--- src/rtl/qfrag_ctrl_seq.sv ---
`timescale 1ns/1ps
// qfrag_ctrl_seq
// Registered control sequencer for a bank of N logic-cell flip-flops. It turns
// single-beat requests (load from QDI, load from CZI, set, clear) into
// glitch-free pin waveforms. Every output comes straight from a flop because
// the bank's set/reset pins are asynchronous.
//
// Ports:
//   QCK        clock, rising edge
//   QRT        synchronous active-high reset
//   REQ_VALID  request present
//   REQ_READY  request accepted when REQ_VALID && REQ_READY at a QCK edge
//   REQ_OP     00 load QDI, 01 load CZI, 10 set, 11 clear
//   REQ_MASK   per-flop select
//   REQ_DATA   direct data for op 00
//   QST_O      flop set pins
//   QRT_O      flop reset pins
//   QEN_O      flop enable pins
//   QDS_O      data-select (1 = QDI, 0 = CZI)
//   QDI_O      flop direct-data pins
//   BUSY       high while not IDLE
//   DONE       one-cycle completion pulse (first IDLE cycle after an op)
module qfrag_ctrl_seq #(
    parameter int N         = 8,
    parameter int PULSE_CYC = 2,
    parameter int HOLD_CYC  = 1
) (
    input  logic         QCK,
    input  logic         QRT,
    input  logic         REQ_VALID,
    output logic         REQ_READY,
    input  logic [1:0]   REQ_OP,
    input  logic [N-1:0] REQ_MASK,
    input  logic [N-1:0] REQ_DATA,
    output logic [N-1:0] QST_O,
    output logic [N-1:0] QRT_O,
    output logic [N-1:0] QEN_O,
    output logic         QDS_O,
    output logic [N-1:0] QDI_O,
    output logic         BUSY,
    output logic         DONE
);

    typedef enum logic [1:0] {IDLE, PULSE, RECOVER, LOAD} state_t;

    localparam logic [3:0] PULSE_M1 = 4'(PULSE_CYC - 1);
    localparam logic [3:0] HOLD_M1  = 4'((HOLD_CYC > 0) ? HOLD_CYC - 1 : 0);

    state_t       state;
    logic [3:0]   cnt;     // remaining cycles in PULSE/RECOVER after this one
    logic         clr_q;   // captured op: 1 = clear, 0 = set
    logic [N-1:0] mask_q;

    // Outputs are computed for the state being entered, so every pin is a
    // flop and the waveform for cycle k is ready at the edge that starts it.
    // LOAD lasts a single cycle, so its data goes directly into the QDI_O
    // flops at acceptance; only the pulse op and mask need to be held.
    always_ff @(posedge QCK) begin
        if (QRT) begin
            state     <= IDLE;
            cnt       <= '0;
            clr_q     <= 1'b0;
            mask_q    <= '0;
            QST_O     <= '0;
            QRT_O     <= '0;
            QEN_O     <= '0;
            QDS_O     <= 1'b0;
            QDI_O     <= '0;
            REQ_READY <= 1'b0;
            BUSY      <= 1'b0;
            DONE      <= 1'b0;
        end else begin
            QST_O     <= '0;
            QRT_O     <= '0;
            QEN_O     <= '0;
            QDS_O     <= 1'b0;
            QDI_O     <= '0;
            REQ_READY <= 1'b0;
            BUSY      <= 1'b0;
            DONE      <= 1'b0;
            case (state)
                IDLE: begin
                    if (REQ_VALID && REQ_READY) begin
                        clr_q  <= REQ_OP[0];
                        mask_q <= REQ_MASK;
                        BUSY   <= 1'b1;
                        if (REQ_OP[1]) begin
                            state <= PULSE;
                            cnt   <= PULSE_M1;
                            if (REQ_OP[0]) QRT_O <= REQ_MASK;
                            else           QST_O <= REQ_MASK;
                        end else begin
                            state <= LOAD;
                            QEN_O <= REQ_MASK;
                            QDS_O <= ~REQ_OP[0];
                            QDI_O <= REQ_OP[0] ? '0 : (REQ_DATA & REQ_MASK);
                        end
                    end else begin
                        // Also covers the first cycle after reset release,
                        // where READY is still low and nothing is accepted.
                        REQ_READY <= 1'b1;
                    end
                end
                PULSE: begin
                    if (cnt != 4'd0) begin
                        cnt  <= cnt - 4'd1;
                        BUSY <= 1'b1;
                        if (clr_q) QRT_O <= mask_q;
                        else       QST_O <= mask_q;
                    end else if (HOLD_CYC == 0) begin
                        state     <= IDLE;
                        DONE      <= 1'b1;
                        REQ_READY <= 1'b1;
                    end else begin
                        state <= RECOVER;
                        cnt   <= HOLD_M1;
                        BUSY  <= 1'b1;
                    end
                end
                RECOVER: begin
                    if (cnt != 4'd0) begin
                        cnt  <= cnt - 4'd1;
                        BUSY <= 1'b1;
                    end else begin
                        state     <= IDLE;
                        DONE      <= 1'b1;
                        REQ_READY <= 1'b1;
                    end
                end
                default: begin  // LOAD: single enable cycle
                    state     <= IDLE;
                    DONE      <= 1'b1;
                    REQ_READY <= 1'b1;
                end
            endcase
        end
    end

endmodule
--- config.mk ---
export PLATFORM = sky130hd
export DESIGN_NAME = qfrag_ctrl_seq
export DESIGN_NICKNAME = d
export VERILOG_FILES = /design/src/rtl/qfrag_ctrl_seq.sv
export SDC_FILE = /design/constraint.sdc
export NUM_CORES = 1
export LEC_CHECK = 0
export ABC_AREA = 0
export CORE_UTILIZATION = 50
export CTS_CLUSTER_DIAMETER = 40
export DETAILED_ROUTE_END_ITERATION = 6
export HOLD_SLACK_MARGIN = 0.1
export PLACE_DENSITY = 0.84
export SETUP_SLACK_MARGIN = 0.5
export SYNTH_ARGS = -nofsm -noshare
export SYNTH_HDL_FRONTEND = slang
export SYNTH_SLANG_ARGS = --single-unit
--- constraint.sdc ---
create_clock -name QCK -period 3.2 [get_ports QCK]
set_input_delay 0.32 -clock QCK [delete_from_list [all_inputs] [get_ports QCK]]
set_output_delay 0.32 -clock QCK [all_outputs]
set_load 0.005 [all_outputs]
**After elaboration in Yosys (flattened, before gate mapping)**

Cells that the tools add are included.

- Logic and storage cells: 63
- Output and inout bits: 36
- Register bits: 51
- Bits of input ports: 21

- Add/subtract/negate cells: 1
- Mux-type cells: 29
- Reduce and logical (&&, ||, !) cells: 10
- Equality and inequality tests: 7
- Bitwise logic cells: 4

Operators by type and width:

| cell | number |
|---|---|
| $mux 8 | 10 |
| $pmux 8 s2 | 2 |
| $mux 4 | 4 |
| $pmux 4 s3 | 1 |
| $ne 2x2->1 const B | 5 |
| $and 8x8->8 | 1 |
| $mux 2 | 4 |
| $pmux 1 s3 | 2 |
| $pmux 2 s3 | 1 |
| $reduce_or 5->1 | 1 |
| $mux 1 | 4 |
| $reduce_and 4->1 | 1 |
| $reduce_bool 4->1 | 1 |
| $reduce_or 4->1 | 1 |
| $sub 4x1->4 const B | 1 |
| $not 1->1 | 3 |
| $reduce_and 3->1 | 1 |
| $reduce_bool 3->1 | 1 |
| $eq 2x1->1 const B | 1 |
| $eq 2x2->1 const B | 1 |
| $logic_not 2->1 | 1 |
| $pmux 1 s2 | 1 |
| $reduce_and 2->1 | 1 |
| $reduce_or 2->1 | 1 |
| $logic_and 1x1->1 | 1 |

**Longest topological paths before layout**

- Depth in word-level cells: 4
- Mapped depth: 8
- Depth with buffers taken out: 6

**Least setup slack after synthesis**

Ideal clock, no wire load.

- Path kind: reg-to-reg
- From: register cnt[0]
- To: register cnt[2]
- Library setup time: 117 ps
- Setup slack: 1589 ps
- Arrival: 1493 ps
- Period minus slack after synthesis: 1611 ps
- Required time: 3083 ps
- Buffers on the path: 0
- Stages on the path, launching flop included: 7
- Cell sequence: dfxtp_1 > inv_1 > ha_1 > nor3b_4 > a221oi_4 > o21ai_1 > a32o_1

- Cells in the longest elaborated chain, start to end: 3
- Elaborated cells on any way between the ends: 7
- Those cells by class: add/sub: 1; eq/ne: 1; mux: 3; reduce/logical: 2

RTL lines:

| what | line | source |
|---|---|---|
| from (decl) | 50 | `logic [3:0] cnt;` |
| from (signal assigned) | 106 | `cnt <= cnt - 4'd1;` |
| from (signal assigned) | 122 | `cnt <= cnt - 4'd1;` |
| $sub 4x1->4 / $reduce_bool 4->1 (equally long branches) | -- |  |
| $mux 4, or another cell as far along | 121 | `if (cnt != 4'd0) begin` |
| $pmux 4 s3 / $reduce_and 4->1 (equally long branches) | -- |  |

Parallel ways exist; a longest one is shown, timed or not. The select of a mux whose other input is x is not followed.
A chain may end at the register's enable or synchronous reset.

**Worst setup path in the final report**

- From: register state[0]
- To: register QST_O[4]

- Cells in the longest elaborated chain, start to end: 2
- Elaborated cells on any way between the ends: 3
- Those cells by class: eq/ne: 1; mux: 1; reduce/logical: 1

RTL lines:

| what | line | source |
|---|---|---|
| from (decl) | 49 | `state_t state;` |
| from (signal assigned) | 60 | `state <= IDLE;` |
| from (signal assigned) | 88 | `state <= PULSE;` |
| from (signal assigned) | 93 | `state <= LOAD;` |
| $eq 2x1->1 / $logic_not 2->1 (equally long branches) | 81 | `case (state)` |
| $pmux 8 s2 (*) | 81 |  |
| to (signal assigned) | 109 | `else QST_O <= mask_q;` |
| to (decl) | 35 | `output logic [N-1:0] QST_O,` |

Mark *: on every way between the ends. The rest lies on a longest branch, timed or not.

==> results.sh <==
export IMPL_grt_overflow_total=0
export IMPL_setup_viol=0
export IMPL_worstSetupEndpointType="flop"
export IMPL_place_congestion=0.784
export IMPL_crit_path_start_kind="flop"
export IMPL_post_cts_buffers=0
export IMPL_worstPathCellList="inv_1 > ha_1 > nand3_2 > nor3b_2 > a22oi_1 > nor2_1"
export IMPL_final_cell_mix="clkdlybuf4s50_1 (56), dfxtp_1 (51), nor2_1 (25), nand2_1 (19), a22oi_1 (15)"
export IMPL_power_density_nw_per_um2=608
export IMPL_synth_area_leaders="dfxtp_1 (53%), a22oi_1 (5.9%), nor2_1 (4.9%)"
export IMPL_core_sq_um=3660
export IMPL_crit_start="state[0]"
export IMPL_die_area_sq_um=4090
export IMPL_finalCriticalPeriod_ns=2.10
export IMPL_vias_per_cell=5.34
export IMPL_first_global_vias=1477
export IMPL_grtUsageTotal_pct=22.2
export IMPL_placed_area_sq_um=2510
export IMPL_chipWidth_um=63.9
export IMPL_dr_wl_met3_um=236
export IMPL_synth_avg_cell_area_sq_um=9.93
export IMPL_timing_rr_start="state[0]"
export IMPL_synthCells=193
export IMPL_worstPathArrival_ns=2.32
export IMPL_grt_max_degree=22
export IMPL_finalSetupTns_ns=0
export IMPL_crit_type="reg -> reg"
export IMPL_worst_pin_slew_ns=1.13
export IMPL_ant_nets=0
export IMPL_yosysSeqAreaShare_pct=53.3
export IMPL_cts_sinks=51
export IMPL_wl_met1_um=1790
export IMPL_finalHoldViolCount=0
export IMPL_slew_violations=0
export IMPL_dp_hpwl_um=2860
export IMPL_skew_ns=0.00433
export IMPL_clk_pin_slew_ns=0.09
export IMPL_top_layer="met4"
export IMPL_synthToLayoutAreaGrowth_pct=36.0
export IMPL_cts_tree="built"
export IMPL_ios=57
export IMPL_path_delay_family="simple AND/OR/NAND/NOR gates"
export IMPL_htreeDepth=2
export IMPL_antenna_cells=0
export IMPL_fp_row_count=22
export IMPL_yosysWarnings=0
export IMPL_ys_types=41
export IMPL_nNetsFinal=276
export IMPL_path_buf_inv=1
export IMPL_synth_net_count=219
export IMPL_ff2ff_path_depth=6
export IMPL_netlist_area_leader_share_pct=53.3
export IMPL_met2_length_um=2090
export IMPL_maxCapViolations=0
export IMPL_root_buffer="clkbuf_8"
export IMPL_initial_core_util_pct=52.4
export IMPL_first_pass_iters=4
export IMPL_drc=0
export IMPL_timing_final_crit_share_pct=65.7
export IMPL_synth_top_cell_by_area="dfxtp_1"
export IMPL_synth_seq_cells=51
export IMPL_drtIter0Drc=116
export IMPL_grt_antenna_before_repair=0
export IMPL_critPathSlowestCell="nor3b_2"
export IMPL_outcome="finished clean"
export IMPL_slew_headroom_pct=24.5
export IMPL_path_depth=6
export IMPL_layout_commonest_cell="clkdlybuf4s50_1"
export IMPL_wl_per_cell_um=14.0
export IMPL_ir_worst_vdd_mv=0.389
export IMPL_worstSetupEndpoint="QST_O[4]"
export IMPL_design_area_sq_um=2610
export IMPL_wirelength_um=4170
export IMPL_cts_buffer_depth=2
export IMPL_filler_cell_count=281
export IMPL_grt_pass1_wl_um=6890
export IMPL_cts_hold_buf=0
export IMPL_cts_buffers=5
export IMPL_path_max_fanout=10
export IMPL_drive_gt1_share_pct=8.37
export IMPL_clk_latency_ns=0.30
export IMPL_r2r_slack_ns=1.10
export IMPL_hp_class="reg -> reg"
export IMPL_cp_required_ns=3.42
export IMPL_rsz0062_at_grt="false"
export IMPL_power_leakage_nw=0.969
export IMPL_cts_resized=0
export IMPL_synth_area_sq_um=1920
export IMPL_die_h_um=63.9
export IMPL_r2r_end="QST_O[4]"
export IMPL_vias=1597
export IMPL_slowest_delay_ns=0.56
export IMPL_fmaxAchievable_mhz=476
export IMPL_numPortBuffers=56
-- how the worst min path moves through the flow --
stage	startpoint	to	slack (ns)	cells after the start
2_1_floorplan	REQ_OP[0]	QDS_O	0.41	1
3_3_place_gp	mask_q[0]	mask_q[0]	0.46	2
3_5_place_dp	mask_q[4]	mask_q[4]	0.47	2
4_1_cts	mask_q[4]	mask_q[4]	0.48	2
5_1_grt	mask_q[4]	mask_q[4]	0.50	2
6_report	mask_q[4]	mask_q[4]	0.48	2
-- logic make-up (layout without fill, tap and decap cells) --
logic type	Yosys count	after routing	share of synthesized area, %
buf+inv	14	72	3.46
flops	51	51	53.3
fa+ha+maj	5	5	3.26
mux	1	1	0.522
compound gates	40	40	16.1
simple gates	82	82	23.4
-- Yosys cell counts --
cell / n
dfxtp_1: 51
nor2_1: 25
nand2_1: 19
a22oi_1: 15
a21oi_1: 11
and3_1: 10
and2_1: 8
inv_1: 6
ha_1: 5
nor3_1: 5
clkbuf_1: 4
buf_2: 2
nand2b_1: 2
nand3_1: 2
o21ai_1: 2
a211oi_1: 1
a221oi_1: 1
a221oi_4: 1
a22oi_2: 1
a2bb2oi_2: 1
a311oi_1: 1
a31oi_1: 1
a32o_1: 1
and3_4: 1
buf_4: 1
buf_6: 1
mux2i_1: 1
nand3_2: 1
nor2b_1: 1
nor3_2: 1
nor3b_1: 1
nor3b_2: 1
nor3b_4: 1
nor4_1: 1
nor4_4: 1
nor4b_1: 1
o211a_1: 1
o21ai_0: 1
o221a_2: 1
o311ai_0: 1
or3b_4: 1
-- area by class of cell --
class	instances	area, sq um	share of cell area, %
repair buffers	58	576	22.1
clock buffers	6	82.6	3.17
multi-input cells	128	830	31.8
inverters	6	22.5	0.864
clock inverters	2	16.3	0.624
well taps	48	60.1	2.30
flip-flops and latches	51	1020	39.2
-- power breakdown --
group / switching (mW) / internal, mW
clock network: 0.206 / 0.177
logic: 0.259 / 0.214
registers: 0.0409 / 0.688
-- registers in the layout (all words and copies together), names as in the netlist, 2 cells and up --
signal  count
state       2
QRT_O       8
mask_q      8
QDI_O       8
cnt         4
QST_O       8
QEN_O       8
-- routing by layer --
metal | GRT usage (%) | up-vias
li1 | - | 791
met1 | 26.4 | 746
met2 | 37.9 | 53
met3 | 5.36 | 7
met4 | 9.66 | 0
met5 | 0 | -
-- worst register-to-register path: cells and delay by family, from the launching register on --
| kind | cells | cell delay (ns) |
|---|---|---|
| AO/OA/AOI/OAI | 1 | 0.18 |
| adder cells (fa/ha/maj) | 1 | 0.39 |
| buffers and inverters | 1 | 0.09 |
| flip-flops | 1 | 0.35 |
| AND/OR/NAND/NOR | 3 | 1.01 |
-- per-stage QoR --
stage / utilization (%) / worst slack, ns / hold WS [ns] / instances / power (mW)
global route: 71.2 / 0.850 / 0.504 / 299 / 1.68
detailed placement: 68.5 / 1.14 / 0.467 / 291 / 1.21
finish: 71.2 / 1.10 / 0.475 / 299 / 1.58
CTS: 71.2 / 1.10 / 0.479 / 299 / 1.59
global placement: 68.5 / 1.19 / 0.457 / 291 / 1.20
floorplan: - / 1.59 / 0.412 / 193 / 1.07
Note: power is estimated with default switching activity, not from simulation.
